<file path="src/rtl/gemm_pkg.sv">
// Shared types and width defaults for the GEMM array sequencer slice.
package gemm_pkg;

  localparam int unsigned NumInputsDef    = 4;
  localparam int unsigned InDataWidthDef  = 8;
  localparam int unsigned OutDataWidthDef = 32;
  localparam int unsigned KDimDef         = 4;
  localparam int unsigned AddrWidthDef    = 8;

  typedef enum logic [1:0] {
    ACC_LOCAL = 2'b00,
    ACC_SOUTH = 2'b01,
    ACC_EAST  = 2'b10
  } acc_sel_e;

  typedef enum logic [2:0] {
    ST_IDLE,
    ST_READ,
    ST_SETTLE,
    ST_FLUSH,
    ST_DONE
  } seq_state_e;

  function automatic int unsigned max_u(input int unsigned a, input int unsigned b);
    return (a > b) ? a : b;
  endfunction

endpackage

</file>
<file path="src/rtl/gemm_array_sequencer_if.sv">
// Sequencer bus: start/status, operand SRAM reads, array edge, C SRAM writes.
interface gemm_array_sequencer_if
  import gemm_pkg::*;
#(
  parameter int unsigned NumInputs    = NumInputsDef,
  parameter int unsigned InDataWidth  = InDataWidthDef,
  parameter int unsigned OutDataWidth = OutDataWidthDef,
  parameter int unsigned AddrWidth    = AddrWidthDef
);
  logic                              start_i;
  logic                              busy_o;
  logic                              done_o;
  logic [AddrWidth-1:0]              sram_a_raddr_o;
  logic [AddrWidth-1:0]              sram_b_raddr_o;
  logic                              sram_ab_re_o;
  logic [NumInputs*InDataWidth-1:0]  sram_a_rdata_i;
  logic [NumInputs*InDataWidth-1:0]  sram_b_rdata_i;
  logic                              arr_valid_o;
  logic [NumInputs*InDataWidth-1:0]  arr_a_o;
  logic [NumInputs*InDataWidth-1:0]  arr_b_o;
  logic [1:0]                        arr_acc_mux_sel_o;
  logic [NumInputs*OutDataWidth-1:0] arr_c_i;
  logic                              sram_c_we_o;
  logic [AddrWidth-1:0]              sram_c_waddr_o;
  logic [NumInputs*OutDataWidth-1:0] sram_c_wdata_o;

  modport master (
    input  start_i, sram_a_rdata_i, sram_b_rdata_i, arr_c_i,
    output busy_o, done_o, sram_a_raddr_o, sram_b_raddr_o, sram_ab_re_o,
           arr_valid_o, arr_a_o, arr_b_o, arr_acc_mux_sel_o,
           sram_c_we_o, sram_c_waddr_o, sram_c_wdata_o
  );

  modport slave (
    output start_i, sram_a_rdata_i, sram_b_rdata_i, arr_c_i,
    input  busy_o, done_o, sram_a_raddr_o, sram_b_raddr_o, sram_ab_re_o,
           arr_valid_o, arr_a_o, arr_b_o, arr_acc_mux_sel_o,
           sram_c_we_o, sram_c_waddr_o, sram_c_wdata_o
  );
endinterface

</file>
<file path="src/rtl/gemm_skew_buffer.sv">
// Diagonal skew: a load-zero input stage shared by all lanes, then lane i adds i
// more register stages so lane i lags lane 0 by i cycles.
module gemm_skew_buffer #(
  parameter int unsigned NumInputs = 4,
  parameter int unsigned DataWidth = 8
) (
  input  logic                           clk_i,
  input  logic                           rst_ni,
  input  logic                           load_i,
  input  logic [NumInputs*DataWidth-1:0] data_i,
  output logic [NumInputs*DataWidth-1:0] data_o
);

  for (genvar i = 0; i < NumInputs; i++) begin : g_lane
    logic [DataWidth-1:0] pipe_q [i+1];

    always_ff @(posedge clk_i or negedge rst_ni) begin
      if (!rst_ni) begin
        for (int d = 0; d <= i; d++) pipe_q[d] <= '0;
      end else begin
        pipe_q[0] <= load_i ? data_i[i*DataWidth +: DataWidth] : '0;
        for (int d = 1; d <= i; d++) pipe_q[d] <= pipe_q[d-1];
      end
    end

    assign data_o[i*DataWidth +: DataWidth] = pipe_q[i];
  end

endmodule

</file>
<file path="src/rtl/gemm_array_sequencer.sv">
// Runs one output tile on the 4x4 output-stationary array: operand fetch and
// skew, valid/acc-select sequencing, eastward drain into the C SRAM.
module gemm_array_sequencer
  import gemm_pkg::*;
#(
  parameter int unsigned NumInputs    = NumInputsDef,
  parameter int unsigned InDataWidth  = InDataWidthDef,
  parameter int unsigned OutDataWidth = OutDataWidthDef,
  parameter int unsigned KDim         = KDimDef,
  parameter int unsigned DrainCycles  = NumInputs - 1,
  parameter int unsigned AddrWidth    = AddrWidthDef
) (
  input logic                  clk_i,
  input logic                  rst_ni,
  gemm_array_sequencer_if.master bus
);

  // SETTLE spans from the cycle after the last read to the last valid cycle.
  localparam int unsigned SettleCycles = NumInputs + DrainCycles + 1;
  localparam int unsigned CntMax       = max_u(max_u(KDim, SettleCycles), NumInputs);
  localparam int unsigned CntW         = $clog2(CntMax) + 1;

  seq_state_e                        state_q, state_d;
  logic [CntW-1:0]                   cnt_q, cnt_d;
  logic                              re_q, re_d;
  logic                              rd_valid_q;
  logic [AddrWidth-1:0]              raddr_q, raddr_d;
  logic                              busy_q, busy_d;
  logic                              done_q, done_d;
  logic                              valid_q, valid_d;
  acc_sel_e                          acc_sel_q, acc_sel_d;
  logic                              we_q, we_d;
  logic [AddrWidth-1:0]              waddr_q, waddr_d;
  logic [NumInputs*OutDataWidth-1:0] wdata_q, wdata_d;

  // Next state and next registered outputs.
  always_comb begin
    state_d = state_q;
    cnt_d   = cnt_q;
    unique case (state_q)
      ST_IDLE: begin
        if (bus.start_i) begin
          state_d = ST_READ;
          cnt_d   = '0;
        end
      end
      ST_READ: begin
        if (cnt_q == CntW'(KDim - 1)) begin
          state_d = ST_SETTLE;
          cnt_d   = '0;
        end else begin
          cnt_d = cnt_q + CntW'(1);
        end
      end
      ST_SETTLE: begin
        if (cnt_q == CntW'(SettleCycles - 1)) begin
          state_d = ST_FLUSH;
          cnt_d   = '0;
        end else begin
          cnt_d = cnt_q + CntW'(1);
        end
      end
      ST_FLUSH: begin
        if (cnt_q == CntW'(NumInputs - 1)) begin
          state_d = ST_DONE;
          cnt_d   = '0;
        end else begin
          cnt_d = cnt_q + CntW'(1);
        end
      end
      ST_DONE: state_d = ST_IDLE;
      default: state_d = ST_IDLE;
    endcase

    re_d      = (state_d == ST_READ);
    raddr_d   = re_d ? AddrWidth'(cnt_d) : '0;
    busy_d    = (state_d == ST_READ) || (state_d == ST_SETTLE) || (state_d == ST_FLUSH);
    done_d    = (state_d == ST_DONE);
    // Valid rises one cycle after the first read data returns and holds until FLUSH.
    valid_d   = (rd_valid_q || valid_q) && ((state_d == ST_READ) || (state_d == ST_SETTLE));
    acc_sel_d = (state_d == ST_FLUSH) ? ACC_EAST : ACC_LOCAL;
    we_d      = (state_q == ST_FLUSH);
    waddr_d   = we_d ? (AddrWidth'(NumInputs - 1) - AddrWidth'(cnt_q)) : '0;
    wdata_d   = we_d ? bus.arr_c_i : '0;
  end

  always_ff @(posedge clk_i or negedge rst_ni) begin
    if (!rst_ni) begin
      state_q    <= ST_IDLE;
      cnt_q      <= '0;
      re_q       <= 1'b0;
      rd_valid_q <= 1'b0;
      raddr_q    <= '0;
      busy_q     <= 1'b0;
      done_q     <= 1'b0;
      valid_q    <= 1'b0;
      acc_sel_q  <= ACC_LOCAL;
      we_q       <= 1'b0;
      waddr_q    <= '0;
      wdata_q    <= '0;
    end else begin
      state_q    <= state_d;
      cnt_q      <= cnt_d;
      re_q       <= re_d;
      rd_valid_q <= re_q;
      raddr_q    <= raddr_d;
      busy_q     <= busy_d;
      done_q     <= done_d;
      valid_q    <= valid_d;
      acc_sel_q  <= acc_sel_d;
      we_q       <= we_d;
      waddr_q    <= waddr_d;
      wdata_q    <= wdata_d;
    end
  end

  gemm_skew_buffer #(.NumInputs(NumInputs), .DataWidth(InDataWidth)) u_skew_a (
    .clk_i  (clk_i),
    .rst_ni (rst_ni),
    .load_i (rd_valid_q),
    .data_i (bus.sram_a_rdata_i),
    .data_o (bus.arr_a_o)
  );

  gemm_skew_buffer #(.NumInputs(NumInputs), .DataWidth(InDataWidth)) u_skew_b (
    .clk_i  (clk_i),
    .rst_ni (rst_ni),
    .load_i (rd_valid_q),
    .data_i (bus.sram_b_rdata_i),
    .data_o (bus.arr_b_o)
  );

  assign bus.busy_o            = busy_q;
  assign bus.done_o            = done_q;
  assign bus.sram_a_raddr_o    = raddr_q;
  assign bus.sram_b_raddr_o    = raddr_q;
  assign bus.sram_ab_re_o      = re_q;
  assign bus.arr_valid_o       = valid_q;
  assign bus.arr_acc_mux_sel_o = acc_sel_q;
  assign bus.sram_c_we_o       = we_q;
  assign bus.sram_c_waddr_o    = waddr_q;
  assign bus.sram_c_wdata_o    = wdata_q;

endmodule

</file>
<file path="src/flat_wrapper.sv">
// flat-port wrapper written by rule: the top's interface ports become plain ports
module gemm_array_sequencer_flat import gemm_pkg::*;
#(
  parameter int unsigned NumInputs    = NumInputsDef,
  parameter int unsigned InDataWidth  = InDataWidthDef,
  parameter int unsigned OutDataWidth = OutDataWidthDef,
  parameter int unsigned KDim         = KDimDef,
  parameter int unsigned DrainCycles  = NumInputs - 1,
  parameter int unsigned AddrWidth    = AddrWidthDef
)
  (clk_i, rst_ni, bus_start_i, bus_sram_a_rdata_i, bus_sram_b_rdata_i, bus_arr_c_i, bus_busy_o, bus_done_o, bus_sram_a_raddr_o, bus_sram_b_raddr_o, bus_sram_ab_re_o, bus_arr_valid_o, bus_arr_a_o, bus_arr_b_o, bus_arr_acc_mux_sel_o, bus_sram_c_we_o, bus_sram_c_waddr_o, bus_sram_c_wdata_o);
  gemm_array_sequencer_if #(.NumInputs(NumInputs), .InDataWidth(InDataWidth), .OutDataWidth(OutDataWidth), .AddrWidth(AddrWidth)) bus_i ();
  input logic clk_i;
  input logic rst_ni;
  input wire logic [$bits(bus_i.start_i)-1:0] bus_start_i;
  input wire logic [$bits(bus_i.sram_a_rdata_i)-1:0] bus_sram_a_rdata_i;
  input wire logic [$bits(bus_i.sram_b_rdata_i)-1:0] bus_sram_b_rdata_i;
  input wire logic [$bits(bus_i.arr_c_i)-1:0] bus_arr_c_i;
  output wire logic [$bits(bus_i.busy_o)-1:0] bus_busy_o;
  output wire logic [$bits(bus_i.done_o)-1:0] bus_done_o;
  output wire logic [$bits(bus_i.sram_a_raddr_o)-1:0] bus_sram_a_raddr_o;
  output wire logic [$bits(bus_i.sram_b_raddr_o)-1:0] bus_sram_b_raddr_o;
  output wire logic [$bits(bus_i.sram_ab_re_o)-1:0] bus_sram_ab_re_o;
  output wire logic [$bits(bus_i.arr_valid_o)-1:0] bus_arr_valid_o;
  output wire logic [$bits(bus_i.arr_a_o)-1:0] bus_arr_a_o;
  output wire logic [$bits(bus_i.arr_b_o)-1:0] bus_arr_b_o;
  output wire logic [$bits(bus_i.arr_acc_mux_sel_o)-1:0] bus_arr_acc_mux_sel_o;
  output wire logic [$bits(bus_i.sram_c_we_o)-1:0] bus_sram_c_we_o;
  output wire logic [$bits(bus_i.sram_c_waddr_o)-1:0] bus_sram_c_waddr_o;
  output wire logic [$bits(bus_i.sram_c_wdata_o)-1:0] bus_sram_c_wdata_o;
  assign bus_i.start_i = bus_start_i;
  assign bus_i.sram_a_rdata_i = bus_sram_a_rdata_i;
  assign bus_i.sram_b_rdata_i = bus_sram_b_rdata_i;
  assign bus_i.arr_c_i = bus_arr_c_i;
  assign bus_busy_o = bus_i.busy_o;
  assign bus_done_o = bus_i.done_o;
  assign bus_sram_a_raddr_o = bus_i.sram_a_raddr_o;
  assign bus_sram_b_raddr_o = bus_i.sram_b_raddr_o;
  assign bus_sram_ab_re_o = bus_i.sram_ab_re_o;
  assign bus_arr_valid_o = bus_i.arr_valid_o;
  assign bus_arr_a_o = bus_i.arr_a_o;
  assign bus_arr_b_o = bus_i.arr_b_o;
  assign bus_arr_acc_mux_sel_o = bus_i.arr_acc_mux_sel_o;
  assign bus_sram_c_we_o = bus_i.sram_c_we_o;
  assign bus_sram_c_waddr_o = bus_i.sram_c_waddr_o;
  assign bus_sram_c_wdata_o = bus_i.sram_c_wdata_o;
  gemm_array_sequencer #(.NumInputs(NumInputs), .InDataWidth(InDataWidth), .OutDataWidth(OutDataWidth), .KDim(KDim), .DrainCycles(DrainCycles), .AddrWidth(AddrWidth)) u_core (.clk_i(clk_i), .rst_ni(rst_ni), .bus(bus_i));
endmodule
</file>
<file path="config.mk">
export PLATFORM = sky130hd
export DESIGN_NAME = gemm_array_sequencer_flat
export DESIGN_NICKNAME = d
export VERILOG_FILES = /design/src/rtl/gemm_pkg.sv /design/src/rtl/gemm_array_sequencer_if.sv /design/src/rtl/gemm_skew_buffer.sv /design/src/rtl/gemm_array_sequencer.sv /design/src/flat_wrapper.sv
export SDC_FILE = /design/constraint.sdc
export NUM_CORES = 1
export LEC_CHECK = 0
export CORE_AREA = 4 4 159 161
export DETAILED_ROUTE_END_ITERATION = 10
export DIE_AREA = 0 0 163 165
export PLACE_DENSITY = 0.8
export SETUP_SLACK_MARGIN = 0.05
export SYNTH_ARGS = -nofsm -noshare
export SYNTH_HDL_FRONTEND = slang
export SYNTH_SLANG_ARGS = --single-unit
</file>
<file path="constraint.sdc">
create_clock -name clk_i -period 2.3 [get_ports clk_i]
set_input_delay 0.23 -clock clk_i [delete_from_list [all_inputs] [get_ports clk_i]]
set_output_delay 0.23 -clock clk_i [all_outputs]
set_load 0.01 [all_outputs]
</file>
==> metrics.txt <==
Non-Filler Instances 1374; switching power 4.87 mW; Mapped Area 10000 sq um; critical path class register to register; vias per cell 4.25; clock sinks 311; worst slew pin tran 0.584 ns; RSZ-0062 raised after global routing false; post-synthesis mux area share 0.300%; FMAX 567 MHz; initial antenna violation count 3; r2r setup slk 0.54 ns; largest net degree at the start of global routing 72; Cell Pwr Density 1200 nW/um^2; Root Buffer clkbuf_16; Clk pwr share 29.6%; n_diodes 0; Hold Path Class input port to register; Power Total 18.2 mW; Synth Area in XOR/XNOR 0.175%; final wirelength 25100 microns; vias in the first global route 6457; commonest non-fill, non-tap cells in the layout clkdlybuf4s50_1, dfrtp_1, and2_1, clkbuf_16, nor2_1; router iterations before antenna repair 4; Final Wtd Congestion 0.840; Cell variety after synth 32; GRT Total Usage 18.3%; Setup WS pre-CTS 0.601 ns; r2r endpoint u_core.bus.sram_c_wdata_o[36]; Design Area, Final 15200 sq um; post-synth top area share 77.8%; Layout fillers 1732; combinational family with the most area after synthesis simple AND/OR/NAND/NOR gates; H-tree Lvls 2; Post-CTS Setup Inserts 0; area of the multi-input gates 1570 sq um; CTS Buf Count 34; period utilization 76.7%; peak supply drop 0.741 mV; Routed wire per std cell 18.3 microns; crit path max fanout 28; worst hold path depth 2; hold_ws 0.292 ns; Nets 1224; vias 5844; Initial Util 41.8%; worst clock skew 0.0144 ns; I/O Buffers 408; Worst EP required 2.72 ns; first-pass GRT wire length 37500 microns; setup violators final 0; share of layout cells above drive strength 1 6.57%; Die H 165 microns; adder-cell share of the synthesized area 0.375%; CTS resizes 0; Hold-fix buffers, CTS 1; Die ar. 26900 sq um; Synth warnings 0; post-synthesis sequential area ratio 77.8%; Die X 163 microns; Synth area leaders dfrtp_1, and2_1, buf_4, buf_6, nor2_1; Top-Level Pins 418; worst setup margin 0.535 ns; std cell rows 57; DRC viols 0; Synth Area in Simple Gates 13.6%; clock tree buffer depth 3; clk slew on worst S/H paths 0.06 ns; dominant cell type by area after synthesis dfrtp_1; DPL Wire Length 18200 microns; crit path launch type register; max cap viols 0; Hold Startpoint bus_arr_c_i[60]; count of state elements after synthesis 311; max-slew headroom at the worst pin 61.1%; sw frac 26.8%; global route overflow 0; Setup TNS 0 ns; area of the core 24000 sq um; combinational power share 28.2%; Final Hold Vio Count 0; mean post-synth cell area 15.4 sq um; Compound-Gate Fraction of Synth Area 0.900%; latest clock arrival within the worst-skew pair 0.49 ns; Internal 13.3 mW; FF-to-FF Start u_core.state_q[0]; Mapped Cells 648; final max-slew violation count 0; Hold Path End u_core.bus.sram_c_wdata_o[60]; share of power burned in registers 42.3%; crit path capture type register; Worst Path Arrival 2.19 ns; Placed Cells 1313; R2R depth 4; DR iter-0 viols 300; area of placed instances 14000 sq um; leading cell type in the layout, fill and taps excluded clkdlybuf4s50_1; CTS tree built; Post-DRT Antenna Nets 0; Area growth syn-to-layout 51.6%; status finished clean; Storage cell area 7780 sq um; post-route minimum period 1.76 ns; fin util 63.3%; P_leak 6.96 nW
==> flip-flops by register name (all words and copies together) (netlist names), 4 cells and up <==
signal,count
u_core.cnt_q,4
u_core.bus.sram_c_wdata_o,128
u_core.u_skew_b.g_lane.pipe_q,56
u_core.u_skew_a.data_o,24
u_core.u_skew_b.data_o,24
u_core.bus.sram_c_waddr_o,5
u_core.bus.sram_a_raddr_o,4
u_core.u_skew_a.g_lane.pipe_q,56
==> synth_stat cells (all sizes together) <==
cell     instances
o21ai            6
and2           194
nor3             2
or2              1
nand4            1
and3             3
inv              4
buf             79
xor2             1
a21boi           1
nand2            2
nand3            4
dfrtp          311
a211oi           2
o211ai           1
mux2i            3
a31oi            1
ha               3
o2bb2ai          1
o21bai           1
nor2            14
conb             1
o31ai            1
xnor2            1
clkbuf           9
nand2b           1
==> logic make-up after synthesis <==
group	count (synthesis)
buf+inv	92
compound gates	14
xor+xnor	2
flops	311
simple gates	222
other cells	1
fa+ha+maj	3
mux	3
==> worst max-delay path by stage <==
stage / start / endpoint / cells after the start
detailed placement: u_core.state_q[0] / u_core.bus.sram_c_wdata_o[107] / 4
global route: u_core.state_q[0] / u_core.bus.sram_c_wdata_o[58] / 4
floorplan: u_core.cnt_q[2] / u_core.bus.sram_a_raddr_o[1] / 5
CTS: u_core.state_q[0] / u_core.bus.sram_c_wdata_o[36] / 4
global placement: u_core.state_q[0] / u_core.bus.sram_c_wdata_o[105] / 4
finish: u_core.state_q[0] / u_core.bus.sram_c_wdata_o[36] / 4
==> worst max-delay path: stages, from the launching register on <==
cell and delay, ns:
dfrtp_1 0.63, nand3_4 0.18, inv_2 0.36, buf_4 0.33, and2_1 0.18
==> power by group through the flow <==
stage          Combinational (mW)  Sequential, mW  Clock, mW
2_1_floorplan                2.11            8.02          0
3_3_place_gp                 5.10            7.71          0
3_5_place_dp                 5.16            7.78          0
4_1_cts                      5.22            7.72       5.55
5_1_grt                      5.50            7.87       5.81
6_report                     5.12            7.69       5.38
==> final cells by class <==
type	count	share of cell area, %
multi-input cells	253	10.3
clock buffers	53	6.68
well taps	324	2.67
inverters	4	0.116
clock inverters	7	0.776
flip-flops and latches	311	51.3
repair buffers	422	28.1
==> layer usage <==
metal  track usage (%)  part of all wire (%)  vias to the layer above
li1                  -                     -                     2671
met1              20.7                    35                     2844
met2              31.8                    52                      268
met3              6.94                   9.6                       55
met4              6.33                   3.1                        6
met5                 0                  0.14                        -
Note: power is estimated with default switching activity, not from simulation.
